===== config.mk =====
export PLATFORM = sky130hd
export DESIGN_NAME = write_merge_buffer
export DESIGN_NICKNAME = d
export VERILOG_FILES = /design/src/rtl/write_merge_buffer_pkg.sv /design/src/rtl/write_merge_buffer_line_merge.sv /design/src/rtl/write_merge_buffer.sv
export SDC_FILE = /design/constraint.sdc
export NUM_CORES = 2
export LEC_CHECK = 0
export BUFFER_PORTS_ARGS = -buffer_cell sky130_fd_sc_hd__buf_2
export CORE_MARGIN = 1.5
export CORE_UTILIZATION = 58
export CTS_BUF_LIST = sky130_fd_sc_hd__clkbuf_4 sky130_fd_sc_hd__clkbuf_8
export CTS_CLUSTER_SIZE = 25
export DETAILED_ROUTE_END_ITERATION = 8
export GPL_TIMING_DRIVEN = 0
export HOLD_SLACK_MARGIN = 0.12
export PLACE_DENSITY = 0.86
export SETUP_SLACK_MARGIN = 0.4
export SYNTH_ARGS = -nofsm -noshare
export SYNTH_HDL_FRONTEND = slang
export SYNTH_SLANG_ARGS = --single-unit

===== constraint.sdc =====
create_clock -name clk -period 19.4 [get_ports clk]
set_input_delay 0.97 -clock clk [delete_from_list [all_inputs] [get_ports clk]]
set_output_delay 0.97 -clock clk [all_outputs]
set_load 0.005 [all_outputs]

===== src/rtl/write_merge_buffer_pkg.sv =====
// Shared types and default geometry for the write merge buffer.
// The defaults match the LC3b data-cache line and word sizes.
package write_merge_buffer_pkg;

    typedef enum logic [1:0] {
        WMB_IDLE  = 2'd0,
        WMB_FILL  = 2'd1,
        WMB_DRAIN = 2'd2
    } wmb_state_t;

    localparam int lc3b_wmb_line_bytes = 16;
    localparam int lc3b_wmb_word_bytes = 2;
    localparam int lc3b_wmb_depth      = 4;
    localparam int lc3b_wmb_addr_w     = 16;
    localparam int lc3b_wmb_age_limit  = 32;

    // Index width that never collapses to zero bits for degenerate sizes.
    function automatic int clog2_min1(input int value);
        return (value > 1) ? $clog2(value) : 1;
    endfunction

endpackage


===== src/rtl/write_merge_buffer_line_merge.sv =====
// Combinational byte-lane insert of one store word into a cache line.
// Unselected bytes and mask bits pass through unchanged.
module line_merge
    import write_merge_buffer_pkg::*;
#(
    parameter int LINE_BYTES = lc3b_wmb_line_bytes,
    parameter int WORD_BYTES = lc3b_wmb_word_bytes,
    parameter int WIDX_W     = clog2_min1(LINE_BYTES / WORD_BYTES)
) (
    input  logic [8*LINE_BYTES-1:0] line,
    input  logic [LINE_BYTES-1:0]   bmask,
    input  logic [WIDX_W-1:0]       word_idx,
    input  logic [8*WORD_BYTES-1:0] wdata,
    input  logic [WORD_BYTES-1:0]   wmask,
    output logic [8*LINE_BYTES-1:0] merged_line,
    output logic [LINE_BYTES-1:0]   merged_bmask
);

    genvar gi;
    generate
        for (gi = 0; gi < LINE_BYTES; gi++) begin : g_byte
            localparam int WORD = gi / WORD_BYTES;
            localparam int LANE = gi % WORD_BYTES;
            logic sel;

            assign sel = (word_idx == WIDX_W'(WORD)) && wmask[LANE];
            assign merged_line[8*gi +: 8] = sel ? wdata[8*LANE +: 8] : line[8*gi +: 8];
            assign merged_bmask[gi]       = bmask[gi] | sel;
        end
    endgenerate

endmodule


===== src/rtl/write_merge_buffer.sv =====
// Coalescing store buffer: merges word stores into line entries and drains
// whole lines (data + byte mask) to the D-cache in allocation order.
module write_merge_buffer
    import write_merge_buffer_pkg::*;
#(
    parameter int LINE_BYTES = lc3b_wmb_line_bytes,
    parameter int WORD_BYTES = lc3b_wmb_word_bytes,
    parameter int DEPTH      = lc3b_wmb_depth,
    parameter int ADDR_W     = lc3b_wmb_addr_w,
    parameter int AGE_LIMIT  = lc3b_wmb_age_limit
) (
    input  logic                                  clk,
    input  logic                                  reset,
    input  logic                                  st_valid,
    output logic                                  st_ready,
    input  logic [ADDR_W-1:0]                     st_addr,
    input  logic [8*WORD_BYTES-1:0]               st_wdata,
    input  logic [WORD_BYTES-1:0]                 st_wmask,
    input  logic                                  flush,
    output logic                                  flush_done,
    output logic                                  drain_valid,
    input  logic                                  drain_ready,
    output logic [ADDR_W-$clog2(LINE_BYTES)-1:0]  drain_tag,
    output logic [8*LINE_BYTES-1:0]               drain_data,
    output logic [LINE_BYTES-1:0]                 drain_bmask,
    output logic                                  empty
);

    localparam int OFF_W      = $clog2(LINE_BYTES);
    localparam int WSH        = $clog2(WORD_BYTES);
    localparam int TAG_W      = ADDR_W - OFF_W;
    localparam int WIDX_W     = clog2_min1(LINE_BYTES / WORD_BYTES);
    localparam int PTR_W      = clog2_min1(DEPTH);
    localparam int CNT_W      = $clog2(DEPTH + 1);
    localparam int AGE_W      = clog2_min1(AGE_LIMIT + 1);
    localparam int AGE_THRESH = (AGE_LIMIT > 0) ? AGE_LIMIT - 1 : 0;
    localparam int LINE_W     = 8 * LINE_BYTES;

    wmb_state_t state_reg, state_next;

    logic [DEPTH-1:0]      valid_reg;
    logic [TAG_W-1:0]      tag_reg   [DEPTH];
    logic [LINE_W-1:0]     data_reg  [DEPTH];
    logic [LINE_BYTES-1:0] bmask_reg [DEPTH];

    logic [PTR_W-1:0] head_reg, tail_reg;
    logic [CNT_W-1:0] count_reg, count_next;
    logic [AGE_W-1:0] age_reg;
    logic             flush_pending_reg, flush_done_reg;

    logic [TAG_W-1:0]      st_tag;
    logic [WIDX_W-1:0]     word_idx;
    logic                  locked;
    logic [DEPTH-1:0]      hit_vec;
    logic                  hit;
    logic [PTR_W-1:0]      hit_idx;
    logic                  accept, do_write, do_merge, do_alloc, pop;
    logic                  age_expire, flush_complete;
    logic [LINE_W-1:0]     merge_line, alloc_line;
    logic [LINE_BYTES-1:0] merge_bmask, alloc_bmask;

    assign st_tag = st_addr[ADDR_W-1:OFF_W];

    generate
        if (LINE_BYTES > WORD_BYTES) begin : g_widx
            assign word_idx = st_addr[OFF_W-1:WSH];
        end else begin : g_widx_single
            assign word_idx = '0;
        end
        if (WSH > 0) begin : g_lsb
            // Sub-word address bits carry no information for word stores.
            logic unused_lsb;
            assign unused_lsb = ^st_addr[WSH-1:0];
        end
    endgenerate

    // The head is frozen while it is being offered to the cache.
    assign locked = (state_reg == WMB_DRAIN);

    genvar gi;
    generate
        for (gi = 0; gi < DEPTH; gi++) begin : g_hit
            assign hit_vec[gi] = valid_reg[gi] && (tag_reg[gi] == st_tag)
                                 && !(locked && (head_reg == PTR_W'(gi)));
        end
    endgenerate

    assign hit = |hit_vec;

    always_comb begin
        hit_idx = '0;
        for (int i = 0; i < DEPTH; i++) begin
            if (hit_vec[i]) begin
                hit_idx = PTR_W'(i);
            end
        end
    end

    assign st_ready   = !flush_pending_reg && (hit || (count_reg < CNT_W'(DEPTH)));
    assign accept     = st_valid && st_ready;
    assign do_write   = accept && (|st_wmask);
    assign do_merge   = do_write && hit;
    assign do_alloc   = do_write && !hit;
    assign pop        = locked && drain_ready;
    assign count_next = count_reg + CNT_W'(do_alloc) - CNT_W'(pop);
    assign age_expire = (AGE_LIMIT != 0) && (age_reg >= AGE_W'(AGE_THRESH));

    // A store arriving together with the flush request still lands first.
    assign flush_complete = (flush_pending_reg || flush) && (count_reg == '0) && !do_alloc;

    line_merge #(
        .LINE_BYTES (LINE_BYTES),
        .WORD_BYTES (WORD_BYTES),
        .WIDX_W     (WIDX_W)
    ) u_merge (
        .line         (data_reg[hit_idx]),
        .bmask        (bmask_reg[hit_idx]),
        .word_idx     (word_idx),
        .wdata        (st_wdata),
        .wmask        (st_wmask),
        .merged_line  (merge_line),
        .merged_bmask (merge_bmask)
    );

    line_merge #(
        .LINE_BYTES (LINE_BYTES),
        .WORD_BYTES (WORD_BYTES),
        .WIDX_W     (WIDX_W)
    ) u_alloc (
        .line         ('0),
        .bmask        ('0),
        .word_idx     (word_idx),
        .wdata        (st_wdata),
        .wmask        (st_wmask),
        .merged_line  (alloc_line),
        .merged_bmask (alloc_bmask)
    );

    always_ff @(posedge clk or posedge reset) begin
        if (reset) begin
            valid_reg <= '0;
            for (int i = 0; i < DEPTH; i++) begin
                tag_reg[i]   <= '0;
                data_reg[i]  <= '0;
                bmask_reg[i] <= '0;
            end
        end else begin
            if (pop) begin
                valid_reg[head_reg] <= 1'b0;
            end
            if (do_alloc) begin
                valid_reg[tail_reg] <= 1'b1;
                tag_reg[tail_reg]   <= st_tag;
                data_reg[tail_reg]  <= alloc_line;
                bmask_reg[tail_reg] <= alloc_bmask;
            end
            if (do_merge) begin
                data_reg[hit_idx]  <= merge_line;
                bmask_reg[hit_idx] <= merge_bmask;
            end
        end
    end

    always_ff @(posedge clk or posedge reset) begin
        if (reset) begin
            head_reg          <= '0;
            tail_reg          <= '0;
            count_reg         <= '0;
            age_reg           <= '0;
            flush_pending_reg <= 1'b0;
            flush_done_reg    <= 1'b0;
        end else begin
            if (pop) begin
                head_reg <= head_reg + PTR_W'(1);
            end
            if (do_alloc) begin
                tail_reg <= tail_reg + PTR_W'(1);
            end
            count_reg <= count_next;

            if ((state_reg == WMB_IDLE) || pop) begin
                age_reg <= '0;
            end else if (age_reg != AGE_W'(AGE_LIMIT)) begin
                age_reg <= age_reg + AGE_W'(1);
            end

            if (flush_complete) begin
                flush_pending_reg <= 1'b0;
                flush_done_reg    <= 1'b1;
            end else begin
                flush_done_reg <= 1'b0;
                if (flush) begin
                    flush_pending_reg <= 1'b1;
                end
            end
        end
    end

    always_ff @(posedge clk or posedge reset) begin
        if (reset) begin
            state_reg <= WMB_IDLE;
        end else begin
            state_reg <= state_next;
        end
    end

    // age_expire fires on the AGE_LIMIT-th cycle the head has waited.
    always_comb begin
        state_next = state_reg;
        case (state_reg)
            WMB_IDLE: begin
                if (do_alloc) begin
                    state_next = WMB_FILL;
                end
            end
            WMB_FILL: begin
                if ((count_reg == CNT_W'(DEPTH)) || flush_pending_reg || age_expire) begin
                    state_next = WMB_DRAIN;
                end
            end
            WMB_DRAIN: begin
                if (pop) begin
                    if (count_next == '0) begin
                        state_next = WMB_IDLE;
                    end else if (flush_pending_reg || (count_next == CNT_W'(DEPTH))) begin
                        state_next = WMB_DRAIN;
                    end else begin
                        state_next = WMB_FILL;
                    end
                end
            end
            default: state_next = WMB_IDLE;
        endcase
    end

    always_comb begin
        drain_valid = locked;
        drain_tag   = '0;
        drain_data  = '0;
        drain_bmask = '0;
        if (locked) begin
            drain_tag   = tag_reg[head_reg];
            drain_data  = data_reg[head_reg];
            drain_bmask = bmask_reg[head_reg];
        end
        empty      = (count_reg == '0);
        flush_done = flush_done_reg;
    end

endmodule


==> results.sh <==
export IMPL_rows=95
export IMPL_gp_congestion=1.033
export IMPL_clkPwrFrac=0.323
export IMPL_syn_num_nets=3727
export IMPL_synth_area_um2=39720
export IMPL_critPathLaunchType="flop"
export IMPL_io_pins=199
export IMPL_post_cts_resized=0
export IMPL_synth_most_common_cell="mux2i_1"
export IMPL_synth_compound_area_frac=0.1409
export IMPL_insertion_delay_ns=0.79
export IMPL_drive_above_1_share=0.1802
export IMPL_finalClockSkew_ns=0.04749
export IMPL_synth_top_cells_by_count="804 x mux2i_1, 645 x dfrtp_1, 205 x nand2_1"
export IMPL_hold_slack_ns=0.1498
export IMPL_postCtsHoldBufs=0
export IMPL_cp_data_required_time_ns=20.09
export IMPL_h_tree_depth=3
export IMPL_netlist_area_leader_share=0.4063
export IMPL_path_buf_inv=5
export IMPL_tns_ns=0
export IMPL_clockBufferDepth=3
export IMPL_synthTopCellsByArea="dfrtp_1 41%, mux2i_1 20%, mux4_2 8.8%, a22o_1 2.8%, a211oi_1 2.6%"
export IMPL_synth_mux_area_frac=0.2981
export IMPL_antenna_found_initial=19
export IMPL_avgRoutedWirePerCell_um=32.72
export IMPL_tightest_slew_ns=1.695
export IMPL_yosys_area_share_simple=0.09119
export IMPL_design_area_um2=44510
export IMPL_seqPwrFrac=0.395
export IMPL_cp_slowest_cell="clkbuf_1"
export IMPL_slew_headroom=-0.1300
export IMPL_ant_nets=0
export IMPL_io_buffer_count=167
export IMPL_drtIter0Drc=6317
export IMPL_critPathTopFamily="buffers and inverters"
export IMPL_syn_avg_cell_area_um2=10.81
export IMPL_synthAdderAreaFrac=0.004284
export IMPL_grt_max_degree=44
export IMPL_placed_area_um2=42060
export IMPL_grt_ovfl_total=0
export IMPL_synth_top_family_by_area="multiplexers"
export IMPL_cts_tree="built"
export IMPL_yosysWarnings=0
export IMPL_maxCapViolCount=10
export IMPL_cp_common_cell="clkbuf_1"
export IMPL_die_w_um=264.7
export IMPL_slowest_delay_ns=1.13
export IMPL_route_detailed_drc=0
export IMPL_gr_max_usage_layer="met2"
export IMPL_place_ws_ns=14.13
export IMPL_hold_violations=0
export IMPL_synthXorXnorAreaFrac=0.01257
export IMPL_min_period_over_period=0.2908
export IMPL_dp_hpwl_um=108900
export IMPL_failed_checks="capacitance limit, slew limit"
export IMPL_asyncSetResetFlopFracSynth=1.000
export IMPL_via_per_inst=7.445
export IMPL_met1_usage=0.5471
export IMPL_clk_pin_slew_ns=0.06
export IMPL_setup_ws_ns=13.76
export IMPL_p_leak_nw=20.84
export IMPL_max_vdd_ir_drop_mv=0.05868
export IMPL_die_y_um=264.7
export IMPL_yosysTopAreaCell="dfrtp_1"
export IMPL_start_util=0.5884
export IMPL_rsz0062_at_grt="no"
export IMPL_cts_setup_buffers=0
export IMPL_wl_um=161900
export IMPL_synth_flop_cell="dfrtp_1"
export IMPL_switching_power_w=0.001489
export IMPL_power_w=0.004207
export IMPL_synth_cell_types=62
export IMPL_nFillCells=5027
export IMPL_areaGrowthSynthToFinish_pct=12.04
export IMPL_core_area_um2=67510
export IMPL_synth_seq_cells=645
export IMPL_cts_sinks=645
export IMPL_final_max_slew_viol_count=89
export IMPL_die_area_um2=70070
export IMPL_hold_class="primary input to asynchronous set/reset pin"
export IMPL_cp_end_kind="flop"
export IMPL_seq_area_frac_synth=0.4063
export IMPL_drt_pass1_iterations=8
export IMPL_vias=36850
export IMPL_synth_edff_count=0
export IMPL_crit_chain="clkbuf_1, buf_1, inv_1, ha_1, a21o_1, or3_1, nor4_1, buf_2, clkbuf_1, a22o_1, o22ai_1, mux2i_1"
export IMPL_grt_use_total=0.4557
export IMPL_nNetsFinal=4028
export IMPL_internal_power_w=0.002718
export IMPL_setup_viol=0
export IMPL_arrival_ns=6.33
export IMPL_grt_pass1_vias=36000
export IMPL_grt_pass1_wl_um=235200
export IMPL_crit_type="flop to flop"
export IMPL_cp_max_fo=10
export IMPL_largest_reg_flops=512
export IMPL_syn_inst=3675
export IMPL_fmax_mhz=177.3
export IMPL_powerDensity_nw_per_um2=94.53
export IMPL_comb_power_share=0.282
export IMPL_numCtsBuffers=110
export IMPL_fin_crit_ns=5.641
export IMPL_use_met3=0.2214
export IMPL_outcome="complete, but fails checks"
export IMPL_met2_usage=0.6090
export IMPL_swShare=0.3540
export IMPL_root_buffer="clkbuf_8"
power groups by stage:
stage	clock network [W]	registers, W	logic [W]
finish	0.00136	0.00166	0.00119
global route	0.00140	0.00167	0.00124
CTS	0.00134	0.00165	0.00114
detailed placement	0	0.00167	0.00114
global placement	0	0.00166	0.00110
floorplan	0	0.00163	0.000804
area by class of cell:
type / count / area [um^2] / share of cell area
Clock inverter: 18 / 220.2 / 0.004948
Inverter: 32 / 123.9 / 0.002783
Sequential cell: 645 / 16140 / 0.3627
Buffer: 357 / 1739 / 0.03908
Clock buffer: 175 / 2146 / 0.04821
Tap cell: 873 / 1092 / 0.02454
Timing Repair Buffer: 189 / 1256 / 0.02823
Multi-Input combinational cell: 2641 / 21740 / 0.4884
Antenna cell: 20 / 50.05 / 0.001125
metal layers:
layer / vias up / share of wire
li1: 14390 / -
met1: 17680 / 0.33
met2: 3657 / 0.40
met3: 1110 / 0.17
met4: 20 / 0.10
met5: - / 0.0011
layout by cell type, fill, tap and decap left out, types with 4 or more instances in the layout:
cell type,count
mux2i_1,804
dfrtp_1,645
buf_2,253
nand2_1,205
a21oi_1,185
clkbuf_1,178
nor2_1,178
mux4_2,156
and2_1,156
a211oi_1,135
clkbuf_8,133
o22ai_1,128
a22o_1,128
o21ai_0,126
nand3_1,99
o211ai_1,87
nor3_1,53
xnor2_1,47
buf_1,44
clkbuf_4,42
inv_1,31
buf_4,25
mux2_2,25
diode_2,20
buf_12,19
o22a_1,15
o21ai_2,14
nand4_1,13
buf_8,12
ha_1,12
xor2_1,10
buf_6,8
a221o_1,8
clkinv_2,7
nand2b_1,6
clkbuf_2,6
nor2b_1,5
clkinvlp_4,4
bufinv_16,4
kinds of logic (layout without fill, tap and decap cells):
family,after synthesis,in the layout
AO/OA/AOI/OAI,838,838
buffers and inverters,389,771
XOR/XNOR,57,57
other,0,20
adder cells (fa/ha/maj),13,13
flip-flops,645,645
AND/OR/NAND/NOR,748,748
multiplexers,985,985
worst reg2reg max path, delay by kind of cell (launching register included):
family / cells / cell delay, ns
adder cells (fa/ha/maj): 1 / 0.25
buffers and inverters: 5 / 2.73
multiplexers: 1 / 0.26
AO/OA/AOI/OAI: 3 / 0.62
AND/OR/NAND/NOR: 2 / 1.29
flip-flops: 1 / 0.41
final timing paths:
check | from | to | slack, ns | cells past startpoint
setup / recovery | head_reg[0] | data_reg[185] | 13.76 | 12
hold / removal | reset | bmask_reg[7] | 0.15 | 2
setup reg to reg | head_reg[0] | data_reg[185] | 13.76 | 12
hold reg to reg | valid_reg[2] | valid_reg[2] | 0.51 | 2
max in group asynchronous | reset | data_reg[320] | 17.51 | 8
min in group clk | flush | flush_done | 0.44 | 3
metrics by stage:
stage | std cells | utilization
4_1_cts | 4928 | 0.6580
2_1_floorplan | 3675 | -
3_5_place_dp | 4735 | 0.6229
3_3_place_gp | 4715 | 0.6170
5_1_grt | 4934 | 0.6586
6_report | 4950 | 0.6592
Note: power is estimated with default switching activity, not from simulation.
